**config.mk**
```make
export PLATFORM = sky130hd
export DESIGN_NAME = apb_proc_driver_flat
export DESIGN_NICKNAME = d
export VERILOG_FILES = /design/src/rtl/apb_proc_driver_if.sv /design/src/rtl/apb_proc_driver.sv /design/src/flat_wrapper.sv
export SDC_FILE = /design/constraint.sdc
export NUM_CORES = 1
export LEC_CHECK = 0
export CAP_MARGIN = 5
export CORE_ASPECT_RATIO = 1.5
export CORE_MARGIN = 1
export CORE_UTILIZATION = 30
export DETAILED_ROUTE_END_ITERATION = 8
export GPL_ROUTABILITY_DRIVEN = 0
export GPL_TIMING_DRIVEN = 0
export SLEW_MARGIN = 40
export SYNTH_ARGS = -nofsm -noshare
export SYNTH_HDL_FRONTEND = slang
export SYNTH_SLANG_ARGS = --single-unit
```
**constraint.sdc**
```tcl
create_clock -name clk -period 3.7 [get_ports clk]
set_clock_uncertainty 0.15 [all_clocks]
set_input_delay 0.37 -clock clk [delete_from_list [all_inputs] [get_ports clk]]
set_output_delay 0.37 -clock clk [all_outputs]
set_load 0.05 [all_outputs]
```
**src/rtl/apb_proc_driver_if.sv**
```systemverilog
// rtl/apb_proc_driver_if.sv - request/response bus between apb_proc_driver and the APB master
interface apb_proc_driver_if;
   logic       start;
   logic       write;
   logic [1:0] sel;
   logic [7:0] addr;
   logic [7:0] wdata;
   logic [7:0] wait_cycles;
   logic [7:0] rdata;
   logic       ready;

   modport master (output start, write, sel, addr, wdata, wait_cycles, input rdata, ready);
   modport slave  (input start, write, sel, addr, wdata, wait_cycles, output rdata, ready);
endinterface

```
**src/rtl/apb_proc_driver.sv**
```systemverilog
// rtl/apb_proc_driver.sv - queued command initiator for the APB master with timeout and response FIFO
module apb_proc_driver #(
   parameter int DEPTH   = 4,
   parameter int TIMEOUT = 16
) (
   input  logic              clk,
   input  logic              reset,
   input  logic              cmd_valid,
   output logic              cmd_ready,
   input  logic              cmd_write,
   input  logic [1:0]        cmd_sel,
   input  logic [7:0]        cmd_addr,
   input  logic [7:0]        cmd_wdata,
   input  logic [7:0]        cmd_wait,
   output logic              rsp_valid,
   input  logic              rsp_ready,
   output logic [7:0]        rsp_data,
   output logic              rsp_err,
   output logic              rsp_write,
   output logic              busy,
   apb_proc_driver_if.master pb
);
   localparam int AW = $clog2(DEPTH);
   localparam int CW = AW + 1;
   localparam logic [CW-1:0] FULL        = CW'(DEPTH);
   localparam logic [9:0]    TIMEOUT_EXT = 10'(TIMEOUT);

   typedef enum logic [1:0] {IDLE, START, WAIT, REJECT} state_t;
   state_t state_q, state_d;

   // command entry layout: {write, sel, addr, wdata, wait}
   logic [26:0]   cmd_mem [DEPTH];
   logic [AW-1:0] cmd_wptr, cmd_rptr;
   logic [CW-1:0] cmd_count;
   logic          cmd_push, cmd_pop;
   logic [26:0]   head;

   logic [9:0]    rsp_mem [DEPTH];
   logic [AW-1:0] rsp_wptr, rsp_rptr;
   logic [CW-1:0] rsp_count;
   logic          rsp_push, rsp_pop, rsp_full;
   logic [9:0]    rsp_entry;

   logic [9:0]    timer_q;
   logic          load_fields;

   assign cmd_ready = (cmd_count != FULL);
   assign cmd_push  = cmd_valid && cmd_ready;
   assign head      = cmd_mem[cmd_rptr];

   assign rsp_valid = (rsp_count != '0);
   assign rsp_full  = (rsp_count == FULL);
   assign rsp_pop   = rsp_valid && rsp_ready;
   assign {rsp_data, rsp_err, rsp_write} = rsp_mem[rsp_rptr];

   assign pb.start = (state_q == START);
   assign busy     = (state_q != IDLE) || (cmd_count != '0);

   always_ff @(posedge clk) begin
      if (cmd_push) cmd_mem[cmd_wptr] <= {cmd_write, cmd_sel, cmd_addr, cmd_wdata, cmd_wait};
      if (rsp_push) rsp_mem[rsp_wptr] <= rsp_entry;
   end

   always_ff @(posedge clk or negedge reset) begin
      if (!reset) begin
         cmd_wptr  <= '0;
         cmd_rptr  <= '0;
         cmd_count <= '0;
         rsp_wptr  <= '0;
         rsp_rptr  <= '0;
         rsp_count <= '0;
      end else begin
         if (cmd_push) cmd_wptr <= cmd_wptr + AW'(1);
         if (cmd_pop)  cmd_rptr <= cmd_rptr + AW'(1);
         if (cmd_push && !cmd_pop)      cmd_count <= cmd_count + CW'(1);
         else if (!cmd_push && cmd_pop) cmd_count <= cmd_count - CW'(1);
         if (rsp_push) rsp_wptr <= rsp_wptr + AW'(1);
         if (rsp_pop)  rsp_rptr <= rsp_rptr + AW'(1);
         if (rsp_push && !rsp_pop)      rsp_count <= rsp_count + CW'(1);
         else if (!rsp_push && rsp_pop) rsp_count <= rsp_count - CW'(1);
      end
   end

   // pb_* fields change only when a transfer is launched; they hold through WAIT and after
   always_ff @(posedge clk or negedge reset) begin
      if (!reset) begin
         state_q        <= IDLE;
         timer_q        <= '0;
         pb.write       <= 1'b0;
         pb.sel         <= 2'd0;
         pb.addr        <= 8'h00;
         pb.wdata       <= 8'h00;
         pb.wait_cycles <= 8'h00;
      end else begin
         state_q <= state_d;
         if (load_fields) begin
            pb.write       <= head[26];
            pb.sel         <= head[25:24];
            pb.addr        <= head[23:16];
            pb.wdata       <= head[15:8];
            pb.wait_cycles <= head[7:0];
         end
         if (state_q == START)
            timer_q <= {2'b00, pb.wait_cycles} + TIMEOUT_EXT;
         else if (state_q == WAIT && timer_q != '0)
            timer_q <= timer_q - 10'd1;
      end
   end

   always_comb begin
      state_d     = state_q;
      cmd_pop     = 1'b0;
      rsp_push    = 1'b0;
      rsp_entry   = '0;
      load_fields = 1'b0;
      case (state_q)
         IDLE: begin
            if (cmd_count != '0 && !rsp_full) begin
               if (head[25:24] == 2'd0) begin
                  state_d = REJECT;
               end else begin
                  state_d     = START;
                  load_fields = 1'b1;
               end
            end
         end
         START: state_d = WAIT;
         WAIT: begin
            // a ready arriving in the expiry cycle still completes the transfer
            if (pb.ready) begin
               cmd_pop   = 1'b1;
               rsp_push  = 1'b1;
               rsp_entry = {(pb.write ? 8'h00 : pb.rdata), 1'b0, pb.write};
               state_d   = IDLE;
            end else if (timer_q == '0) begin
               cmd_pop   = 1'b1;
               rsp_push  = 1'b1;
               rsp_entry = {8'h00, 1'b1, pb.write};
               state_d   = IDLE;
            end
         end
         REJECT: begin
            cmd_pop   = 1'b1;
            rsp_push  = 1'b1;
            rsp_entry = {8'h00, 1'b1, head[26]};
            state_d   = IDLE;
         end
         default: state_d = IDLE;
      endcase
   end
endmodule

```
**src/flat_wrapper.sv**
```systemverilog
// flat-port wrapper written by rule: the top's interface ports become plain ports
module apb_proc_driver_flat 
#(
   parameter int DEPTH   = 4,
   parameter int TIMEOUT = 16
)
  (clk, reset, cmd_valid, cmd_ready, cmd_write, cmd_sel, cmd_addr, cmd_wdata, cmd_wait, rsp_valid, rsp_ready, rsp_data, rsp_err, rsp_write, busy, pb_start, pb_write, pb_sel, pb_addr, pb_wdata, pb_wait_cycles, pb_rdata, pb_ready);
  apb_proc_driver_if pb_i ();
  input  logic clk;
  input  logic reset;
  input  logic cmd_valid;
  output logic cmd_ready;
  input  logic cmd_write;
  input  logic [1:0] cmd_sel;
  input  logic [7:0] cmd_addr;
  input  logic [7:0] cmd_wdata;
  input  logic [7:0] cmd_wait;
  output logic rsp_valid;
  input  logic rsp_ready;
  output logic [7:0] rsp_data;
  output logic rsp_err;
  output logic rsp_write;
  output logic busy;
  output wire logic [$bits(pb_i.start)-1:0] pb_start;
  output wire logic [$bits(pb_i.write)-1:0] pb_write;
  output wire logic [$bits(pb_i.sel)-1:0] pb_sel;
  output wire logic [$bits(pb_i.addr)-1:0] pb_addr;
  output wire logic [$bits(pb_i.wdata)-1:0] pb_wdata;
  output wire logic [$bits(pb_i.wait_cycles)-1:0] pb_wait_cycles;
  input wire logic [$bits(pb_i.rdata)-1:0] pb_rdata;
  input wire logic [$bits(pb_i.ready)-1:0] pb_ready;
  assign pb_start = pb_i.start;
  assign pb_write = pb_i.write;
  assign pb_sel = pb_i.sel;
  assign pb_addr = pb_i.addr;
  assign pb_wdata = pb_i.wdata;
  assign pb_wait_cycles = pb_i.wait_cycles;
  assign pb_i.rdata = pb_rdata;
  assign pb_i.ready = pb_ready;
  apb_proc_driver #(.DEPTH(DEPTH), .TIMEOUT(TIMEOUT)) u_core (.clk(clk), .reset(reset), .cmd_valid(cmd_valid), .cmd_ready(cmd_ready), .cmd_write(cmd_write), .cmd_sel(cmd_sel), .cmd_addr(cmd_addr), .cmd_wdata(cmd_wdata), .cmd_wait(cmd_wait), .rsp_valid(rsp_valid), .rsp_ready(rsp_ready), .rsp_data(rsp_data), .rsp_err(rsp_err), .rsp_write(rsp_write), .busy(busy), .pb(pb_i));
endmodule
```
==> results.json <==
{
  "cts_tree": "done",
  "synth-edff-count": 148,
  "drc": 0,
  "maxCapViolations": 0,
  "crit_top_cell": "inv_1",
  "synth.distinct_cells": 51,
  "cts_sinks": 201,
  "endpoint_kind": "flip-flop",
  "maxSlewHeadroom_pct": 49.7,
  "required_ns": 3.93,
  "hold_slack_ns": 0.157,
  "finalSetupTns_ns": 0,
  "grt_usage_pct": 12.3,
  "root_buffer": "clkbuf_16",
  "synth.net_count": 485,
  "ys_warn_count": 0,
  "syn_to_final_growth_pct": 25.8,
  "layout-drive-gt1-share_pct": 22.8,
  "startpoint_type": "flip-flop",
  "core_um2": 26500,
  "slew_viol_final": 0,
  "dp_hpwl_mm": 11.2,
  "r2r_slack_ns": 0.30,
  "fin_crit_sh_pct": 91.8,
  "via_per_inst": 4.75,
  "clkLatencyLatePin_ns": 0.49,
  "core.rowCount": 73,
  "fillers": 2434,
  "grt_pass1_vias": 4706,
  "vias": 4236,
  "wl_per_cell_um": 18.3,
  "worst_slew_pin_slew_ns": 0.752,
  "critical-path-top-delay-family": "simple AND/OR/NAND/NOR gates",
  "status": "completed",
  "crit_path_cell_trace": "inv_1 > ha_1 > or3b_2 > nor3_1 > o31a_1 > buf_4 > inv_1 > ha_1 > inv_1 > fa_1 > mux2_2",
  "critical-path-slowest-cell": "nor3_1",
  "critPathLaunch": "u_core.timer_q[0]$_DFFE_PN0P_",
  "holdCritPathClass": "in -> async",
  "power_density_nw_per_um2": 930,
  "cts_resized": 0,
  "leakage_nw": 3.54,
  "io_pins": 81,
  "numCtsBuffers": 20,
  "die_h_um": 203,
  "routed_wl_mm": 16.3,
  "layout_commonest_cell": "edfxtp_1",
  "synth_area_per_cell_um2": 18.7,
  "cts_max_level": 1,
  "firstDrtPassIters": 4,
  "syn_inst": 431,
  "worst-path-buf-inv": 4,
  "gr-total-overflow": 0,
  "start_util_pct": 30.5,
  "grt_pass1_wl_mm": 26.0,
  "peakVddDrop_mv": 0.494,
  "drt_iter0_drc": 194,
  "dieWidth_um": 136,
  "ant_nets": 0,
  "yosys_register_bits": 201,
  "syn_area_um2": 8070,
  "grt_max_degree": 41,
  "nets": 593,
  "final_util_pct": 38.3,
  "setup_ws_ns": 0.305,
  "mostFrequentLayoutCells": "edfxtp_1 (148), clkdlybuf4s50_1 (79), dfrtp_1 (53)",
  "fp.dieArea_um2": 27600,
  "cp.arrival_ns": 3.62,
  "clk_pin_slew_worst_paths_ns": 0.06,
  "crit_fanout": 10,
  "synth_ff_type": "edfxtp_1",
  "fin_crit_ns": 3.40,
  "r2r_start": "u_core.timer_q[0]$_DFFE_PN0P_",
  "seq_area_frac_synth_pct": 71.5,
  "pre_cts_ws_ns": 0.326,
  "antenna_found_initial": 1,
  "rsz0062_at_grt": "false",
  "clk_path_buf_depth": 3,
  "fmax_mhz": 295,
  "cts_setup_buffers": 0,
  "synthArstFlopShare_pct": 26.4,
  "numPortBuffers": 80,
  "path_class": "reg -> reg",
  "max_stage_delay_ns": 0.51,
  "setup_violations": 0,
  "hold_viol": 0
}
==> cell usage after synthesis (all sizes together), types with 2 or more instances <==
| cell type | number | area (um^2) |
|---|---|---|
| and2 | 13 | 81.3 |
| nand4 | 2 | 12.5 |
| nand3 | 2 | 10.0 |
| nor2b | 2 | 12.5 |
| nand2 | 12 | 45.0 |
| nor2 | 11 | 41.3 |
| or3 | 7 | 43.8 |
| mux2i | 2 | 20.0 |
| xnor2 | 11 | 96.3 |
| edfxtp | 148 | 4440 |
| inv | 11 | 41.3 |
| xor2 | 7 | 61.3 |
| a31oi | 2 | 12.5 |
| o311a | 2 | 20.0 |
| fa | 2 | 40.0 |
| o21ai | 6 | 33.8 |
| a221oi | 2 | 17.5 |
| nor4 | 3 | 25.0 |
| o211ai | 3 | 22.5 |
| buf | 9 | 50.0 |
| and3 | 4 | 25.0 |
| nor3b | 2 | 15.0 |
| nand2b | 2 | 12.5 |
| mux4 | 37 | 833 |
| nor3 | 4 | 20.0 |
| dfrtp | 53 | 1330 |
| a21oi | 4 | 20.0 |
| a22o | 3 | 26.3 |
| ha | 12 | 150 |
| clkbuf | 8 | 31.3 |
| mux2 | 32 | 360 |
==> state kept, by name, summed over array words and instances (netlist names), 3 cells and up <==
name                   cells
u_core.cmd_count           3
u_core.rsp_mem            40
u_core.pb.wdata            8
u_core.pb.wait_cycles      8
u_core.pb.addr             8
u_core.timer_q            10
u_core.cmd_mem           108
u_core.rsp_count           3
==> cell families after synthesis <==
group | synth area share [%]
compound gates | 2.98
xor+xnor | 1.95
fa+ha+maj | 2.36
buf+inv | 1.52
flops | 71.5
mux | 15.0
simple gates | 4.62
==> final timing paths <==
path,to,cells after the start
setup reg to reg,u_core.cmd_count[1]$_DFFE_PN0P_,11
setup / recovery,u_core.cmd_count[1]$_DFFE_PN0P_,11
max in group asynchronous,u_core.pb.wdata[5]$_DFFE_PN0P_,3
hold / removal,u_core.pb.wdata[0]$_DFFE_PN0P_,2
min in group clk,u_core.rsp_count[2]$_DFFE_PN0P_,1
hold reg to reg,u_core.rsp_count[2]$_DFFE_PN0P_,1
==> report_power, final <==
group | internal (mW) | switching, mW
Sequential | 3.12 | 0.348
Combinational | 1.63 | 2.20
Clock | 1.28 | 0.857
Total | 6.03 | 3.41
==> stage by stage <==
stage / instance area [um^2] / cells / power (mW)
after floorplan: 8070 / 431 / 6.12
after global placement: 9290 / 848 / 7.19
after detailed placement: 9430 / 853 / 7.43
after CTS: 10100 / 890 / 9.60
after global routing: 10100 / 891 / 9.95
final: 10100 / 891 / 9.43
==> repair_timing <==
| action | 4_1_cts | 5_1_grt |
|---|---|---|
| hold buffers | 1 | 0 |
| endpoints found under the hold margin | 53 | 0 |
| endpoints found under the setup margin | 0 | 0 |
==> routing by layer <==
layer | vias up | wire length (um) | track usage, %
li1 | 1917 | - | -
met1 | 2174 | 6230 | 14.3
met5 | - | 0 | 0
met3 | 26 | 935 | 2.72
met4 | 0 | 325 | 3.25
met2 | 119 | 8790 | 22.6
==> worst reg2reg max path: stages, from the launching register on <==
cell     delay (ns)
dfrtp_1        0.44
inv_1          0.09
ha_1           0.18
or3b_2         0.50
nor3_1         0.51
o31a_1         0.19
buf_4          0.17
inv_1          0.06
ha_1           0.22
inv_1          0.08
fa_1           0.43
mux2_2         0.27
==> layout make-up <==
type	count	area, um^2	share of cell area [%]
antenna	1	2.50	0.0247
buffer	17	85.1	0.838
clock buffer	23	543	5.35
clock inverter	13	160	1.58
inverter	11	41.3	0.407
multi-input combinational	202	2190	21.5
sequential	201	5770	56.9
tap	337	422	4.15
timing repair buffer	86	938	9.25
(Power assumes the default switching activity.)
